## config.mk

```make
export PLATFORM = sky130hd
export DESIGN_NAME = alu_arbiter
export DESIGN_NICKNAME = d
export VERILOG_FILES = /design/src/rtl/alu_arbiter.sv
export SDC_FILE = /design/constraint.sdc
export NUM_CORES = 1
export LEC_CHECK = 0
export CAP_MARGIN = 5
export CORE_AREA = 2 2 121 123
export DETAILED_ROUTE_END_ITERATION = 10
export DIE_AREA = 0 0 123 125
export HOLD_SLACK_MARGIN = 0.02
export PLACE_DENSITY = 0.66
export SLEW_MARGIN = 20
export SYNTH_ARGS = -nofsm -noshare
export SYNTH_HDL_FRONTEND = slang
export SYNTH_SLANG_ARGS = --single-unit
```

## constraint.sdc

```tcl
create_clock -name clk -period 2.95 [get_ports clk]
set_clock_uncertainty 0.2 [all_clocks]
set_input_delay 0.7375 -clock clk [delete_from_list [all_inputs] [get_ports clk]]
set_output_delay 0.7375 -clock clk [all_outputs]
set_load 0.01 [all_outputs]
```

## src/rtl/alu_arbiter.sv

```systemverilog
// Round-robin arbiter sharing one external ALU between two requesters.
// Each port has a valid/ready request handshake and a one-entry registered
// result slot with its own valid/ready response handshake. The ALU itself
// lives outside this block: we drive its operands and capture its result.
module alu_arbiter #(
  parameter int WIDTH = 32,
  parameter int OPW   = 4
) (
  input  logic             clk,
  input  logic             rst_n,

  input  logic             req0_valid,
  output logic             req0_ready,
  input  logic [WIDTH-1:0] req0_a,
  input  logic [WIDTH-1:0] req0_b,
  input  logic [OPW-1:0]   req0_op,
  output logic             rsp0_valid,
  input  logic             rsp0_ready,
  output logic [WIDTH-1:0] rsp0_data,

  input  logic             req1_valid,
  output logic             req1_ready,
  input  logic [WIDTH-1:0] req1_a,
  input  logic [WIDTH-1:0] req1_b,
  input  logic [OPW-1:0]   req1_op,
  output logic             rsp1_valid,
  input  logic             rsp1_ready,
  output logic [WIDTH-1:0] rsp1_data,

  output logic [WIDTH-1:0] alu_a,
  output logic [WIDTH-1:0] alu_b,
  output logic [OPW-1:0]   alu_op,
  input  logic [WIDTH-1:0] alu_res,

  output logic             grant_id
);

  logic             rrPtr_q;
  logic             rsp0Valid_q, rsp1Valid_q;
  logic [WIDTH-1:0] rsp0Data_q,  rsp1Data_q;

  logic             eligible0, eligible1;
  logic             grant0, grant1;

  // A port may issue when it has a request and its result slot is empty or
  // being drained this same cycle; the rr pointer breaks ties, and nothing
  // is granted while reset is held so no result can be produced then.
  always_comb begin
    eligible0 = req0_valid && (!rsp0Valid_q || rsp0_ready);
    eligible1 = req1_valid && (!rsp1Valid_q || rsp1_ready);
    grant0    = rst_n && eligible0 && (!eligible1 || !rrPtr_q);
    grant1    = rst_n && eligible1 && (!eligible0 ||  rrPtr_q);
  end

  // Handshake outputs and the ALU operand mux; idle cycles present port 0's
  // operands so the ALU never sees X.
  always_comb begin
    req0_ready = grant0;
    req1_ready = grant1;
    grant_id   = grant1;
    alu_a      = grant1 ? req1_a  : req0_a;
    alu_b      = grant1 ? req1_b  : req0_b;
    alu_op     = grant1 ? req1_op : req0_op;
  end

  // Round-robin pointer: after serving a port, the other port gets priority.
  always_ff @(posedge clk or negedge rst_n) begin
    if (!rst_n) begin
      rrPtr_q <= 1'b0;
    end else if (grant0) begin
      rrPtr_q <= 1'b1;
    end else if (grant1) begin
      rrPtr_q <= 1'b0;
    end
  end

  // Port 0 result slot: a new accept overrides a drain so back-to-back
  // results stream at one per cycle; a plain drain keeps the old data.
  always_ff @(posedge clk or negedge rst_n) begin
    if (!rst_n) begin
      rsp0Valid_q <= 1'b0;
      rsp0Data_q  <= '0;
    end else if (grant0) begin
      rsp0Valid_q <= 1'b1;
      rsp0Data_q  <= alu_res;
    end else if (rsp0Valid_q && rsp0_ready) begin
      rsp0Valid_q <= 1'b0;
    end
  end

  // Port 1 result slot, same behaviour as port 0.
  always_ff @(posedge clk or negedge rst_n) begin
    if (!rst_n) begin
      rsp1Valid_q <= 1'b0;
      rsp1Data_q  <= '0;
    end else if (grant1) begin
      rsp1Valid_q <= 1'b1;
      rsp1Data_q  <= alu_res;
    end else if (rsp1Valid_q && rsp1_ready) begin
      rsp1Valid_q <= 1'b0;
    end
  end

  assign rsp0_valid = rsp0Valid_q;
  assign rsp0_data  = rsp0Data_q;
  assign rsp1_valid = rsp1Valid_q;
  assign rsp1_data  = rsp1Data_q;

endmodule

```

==> Word-level counts from Yosys, hierarchy flattened <==
Index checks and enable logic that the tools add are counted.
{ "totals": {"wordCells": 34, "reg_bits": 67} }
{ "classes": {"n_reduce_logical": 20, "mux": 9} }
{ "op_table": {"columns": ["cell", "count"], "rows": [
  ["2-to-1 mux 32 bit", 2],
  ["logical AND 1 bit", 8],
  ["2-to-1 mux 1 bit", 6],
  ["nonzero test 2 bit", 3],
  ["zero test 1 bit", 5],
  ["logical OR 1 bit", 4],
  ["2-to-1 mux 4 bit", 1]
]} }

==> Logic depth before layout (Yosys ltp) <==
{ "logic_depth": {"depth_word": 8, "mapped_depth": 5} }

==> Least setup slack after synthesis <==
OpenSTA, ideal clock, no wires.
{ "synth_path": {"path_type": "input-to-output", "start": "input rsp0_ready", "end": "output alu_b[26]", "required_ns": 2.013, "setup_slack_ns": 0.127, "arrival_ns": 1.885, "path_stages": 5, "cell_sequence": "nand2b_1 a211oi_2 buf_4 buf_6 mux2_1"} }
{ "synth_via": {"elab_chain_len": 6} }
{ "synth_lines": {"columns": ["element", "line_no", "rtl"], "rows": [
  ["from (decl)", "18", "input logic rsp0_ready,"],
  ["logical OR 1 bit", "49", "eligible0 = req0_valid && (!rsp0Valid_q || rsp0_ready);"],
  ["logical AND 1 bit", "49", null],
  ["zero test 1 bit", "52", "grant1 = rst_n && eligible1 && (!eligible0 || rrPtr_q);"],
  ["logical OR 1 bit", "52", null],
  ["logical AND 1 bit", "52", null],
  ["net grant_id", "35", "output logic grant_id"],
  ["2-to-1 mux 32 bit", "62", "alu_b = grant1 ? req1_b : req0_b;"],
  ["to (decl)", "31", "output logic [WIDTH-1:0] alu_b,"]
]} }
The timed path passes the listed nets, and every way through them passes these cells.

==> Worst setup path in the final report <==
{ "layout_path": {"start": "input rsp0_ready", "end": "output alu_a[10]"} }
{ "layout_via": {"elab_chain_len": 6} }
{ "layout_lines": {"columns": ["element", "line_no", "rtl"], "rows": [
  ["logical OR 1 bit", "49", null],
  ["logical AND 1 bit", "49", null],
  ["zero test 1 bit", "52", null],
  ["logical OR 1 bit", "52", null],
  ["logical AND 1 bit", "52", null],
  ["2-to-1 mux 32 bit", "61", "alu_a = grant1 ? req1_a : req0_a;"],
  ["to (decl)", "30", "output logic [WIDTH-1:0] alu_a,"]
]} }
No other way between the ends.

==> key figures <==
Power
  – Leakage dissipation: 3.38 nW
  – PwrDens: 542 nW/µm²
  – Peak supply drop: roughly 400 µV

Global route
  – Overall routing resource usage: 0.181
  – GRT busiest layer: met2
  – GRT met2 Usage: 0.321
  – Total gr overflow: 0
  – GR Layer Usage met1: 0.204
  – Initial antenna violation count: 0
  – Number of global-route vias before repair: 3555
  – Grt met3 use: 0.0566
  – Pin count of the biggest net entering global routing: between 60 and 70
  – First-pass GRT wire length: between 20000 and 25000 µm

Clock network
  – Root Driver: clkbuf_16
  – CTS tree: built
  – Total CTS buffers: 9
  – Clock Path Buffers: 2
  – Clk sink count: 67
  – CTS H-tree depth: 3
  – Clock slew at reported path FFs: ~0.050 ns
  – Clk_lat worst skew: around 0.32 ns

Detailed routing
  – Drt via density: ~4.4
  – Iteration-0 DRC Markers: ~120
  – DR WL/cell: ~19 µm
  – Vias: ~3300
  – Routed WL: approximately 15000 µm
  – Antenna Nets Post-Route: 0
  – Pre-antenna DRT Iters: 4
  – Drt drc: 0

STA
  – Worst slew margin: 0.438
  – Fin. Hold Viols: 0
  – Max Fclk: about 320 MHz
  – RSZ-0062 raised after global routing: yes
  – Tightest Pin Transition: 0.843 ns
  – Period utilisation layout: 1.05
  – # setup viols final: 66
  – Tmin final: ~3.1 ns
  – PnR worst setup slack: -0.153 ns
  – Final Max Tran Viols: 0

Hold path
  – Worst Hold Class: flop to flop

Critical path
  – WS Path Type: input port to output pin
  – CP endpoint kind: output pin
  – Worst Path Required: 2.01 ns
  – Data arrival time of the worst path: approximately 2.2 ns
  – Crit Path Max Fanout: 7
  – Startpoint Class: input port

Synth
  – YS warnings: 0
  – Area contributors post-synth: dfrtp_1, mux2_1, mux2_2
  – Post-synthesis xor/xnor area fraction: 0
  – Mapped Nets: 401
  – Post-synth top area share: 0.496
  – Largest area contributor in the netlist: dfrtp_1
  – Mapped Avg Cell Area: about 15 µm²
  – Synth Area in Compound Gates: 0.00888
  – Unique cell type count in the Yosys netlist: 16
  – Area of the mapped netlist: approximately 3400 µm²
  – Post-Synthesis Cells: approximately 230
  – Post-synthesis register bit count: 67
  – Seq/Total Area, Yosys: 0.496
  – Largest family of logic cells by synthesized area: multiplexers
  – Simple-Gate Fraction of Synth Area: 0.0144
  – Adder-Cell Fraction of Synth Area: 0
  – Multiplexer share of the synthesized area: 0.439

Floorplan
  – Core Area: 14200 µm²
  – Die Area: roughly 15000 µm²
  – Die span in y: roughly 130 µm
  – Std-Cell Rows: 44
  – # IOs: slightly above 300
  – Die X: 123 µm
  – Initial Utilization: 0.238

Layout
  – Multi-input logic area: between 1500 and 2000 µm²
  – Register area: ~1700 µm²
  – Final nets: around 750
  – Layout cells sized above 1: 0.420
  – Fillers: 1181
  – Final non-filler cell total: around 770
  – Area growth from synthesis to layout: 129%
  – Ant diodes: 0
  – Fin area: ~7700 µm²

Status
  – Failing checks: setup timing
  – Outcome: complete, but fails checks

Place
  – Hpwl dp: ~10000 µm
  – Port Buf Inserts: 310
  – DP Area: ~6700 µm²
  – Post-Place Cells: about 720
  – GPL Wtd Cong: 0.781

Flow run
  – Maxcap violations: 0
## flip-flops by register name, summed over array words and instances, names as in the netlist
name / count
rsp1_valid: 1
rsp0_valid: 1
rrPtr_q: 1
rsp0_data: 32
rsp1_data: 32
## repair_timing
item	4_1_cts	5_1_grt
pin swaps	1	1
endpoints found under the setup margin	71	68
buffers inserted	17	11
hold buffers	0	0
gates cloned	6	2
gates resized for setup	368	59
hold endpoints to repair	0	0
## cells in the final DEF (no fill, tap or decap), types with 2 or more instances in the layout
| cell type | netlist | routed |
|---|---|---|
| buf_12 | 0 | 6 |
| buf_16 | 0 | 4 |
| buf_2 | 2 | 5 |
| buf_4 | 5 | 24 |
| buf_6 | 8 | 68 |
| bufinv_16 | 0 | 3 |
| clkbuf_16 | 0 | 11 |
| clkbuf_2 | 0 | 7 |
| clkdlybuf4s50_1 | 0 | 235 |
| clkinv_2 | 0 | 3 |
| dfrtp_1 | 67 | 67 |
| dlygate4sd2_1 | 0 | 2 |
| mux2_1 | 88 | 27 |
| mux2_2 | 44 | 44 |
| mux2_4 | 0 | 61 |
| nand2_1 | 4 | 3 |
| nor2b_4 | 0 | 2 |
## synth_stat cells, drive strengths merged
cell,count
a211oi,1
buf,15
dfrtp,67
o21ai,1
o211ai,1
inv,1
mux2,132
nand2,4
and2,1
or2,1
nand2b,1
nor2b,2
## layer usage
metal,vias to the layer above,part of all wire
li1,1513,-
met1,1642,0.38
met2,156,0.51
met3,22,0.084
met4,0,0.022
met5,-,0
## power by group
| group | switching, mW | internal [mW] |
|---|---|---|
| logic | 0.595 | 1.13 |
| clock network | 0.368 | 0.815 |
| registers | 0.125 | 1.16 |
| total | 1.09 | 3.11 |
## through the flow
stage | TNS, ns | power, mW | setup slack [ns] | utilization | hold WS (ns)
5_1_grt | -9.26 | 4.41 | -0.212 | 0.545 | 0.310
2_1_floorplan | 0 | 1.81 | 0.127 | - | 0.242
3_5_place_dp | -60.84 | 2.82 | -0.943 | 0.472 | 0.276
3_3_place_gp | -60.09 | 2.80 | -0.924 | 0.472 | 0.269
4_1_cts | -8.69 | 4.18 | -0.258 | 0.527 | 0.289
6_report | -5.68 | 4.20 | -0.153 | 0.545 | 0.283
## cell type report
class	count	area share
inverter	1	0.000485
multi-input combinational	144	0.237
clock buffer	9	0.0291
clock inverter	6	0.0136
sequential	67	0.217
tap	184	0.0297
timing repair buffer	354	0.474
## cell families after synthesis
| family | Yosys count |
|---|---|
| multiplexers | 132 |
| flip-flops | 67 |
| buffers and inverters | 16 |
| AND/OR/NAND/NOR | 9 |
| AO/OA/AOI/OAI | 3 |
## worst max-delay path, cell delays in order
cell	delay, ns
buf_6	0.09
nand2b_4	0.14
a211oi_4	0.26
buf_6	0.18
buf_6	0.12
buf_12	0.13
buf_6	0.09
mux2_4	0.29
buf_6	0.12
## path summary, 6_finish.rpt
| check | startpoint | to | slack, ns | depth (start not counted) |
|---|---|---|---|---|
| setup / recovery | rsp0_ready | alu_a[10] | -0.15 | 9 |
| hold / removal | rsp1_data[21] | rsp1_data[21] | 0.28 | 1 |
| setup reg to reg | rsp0_valid | rsp1_data[12] | 0.73 | 8 |
| hold reg to reg | rsp1_data[21] | rsp1_data[21] | 0.28 | 1 |
| max in group asynchronous | rst_n | rsp0_data[19] | 1.45 | 3 |
| min in group asynchronous | rst_n | rsp0_data[18] | 0.56 | 3 |
Note: power is estimated with default switching activity, not from simulation.
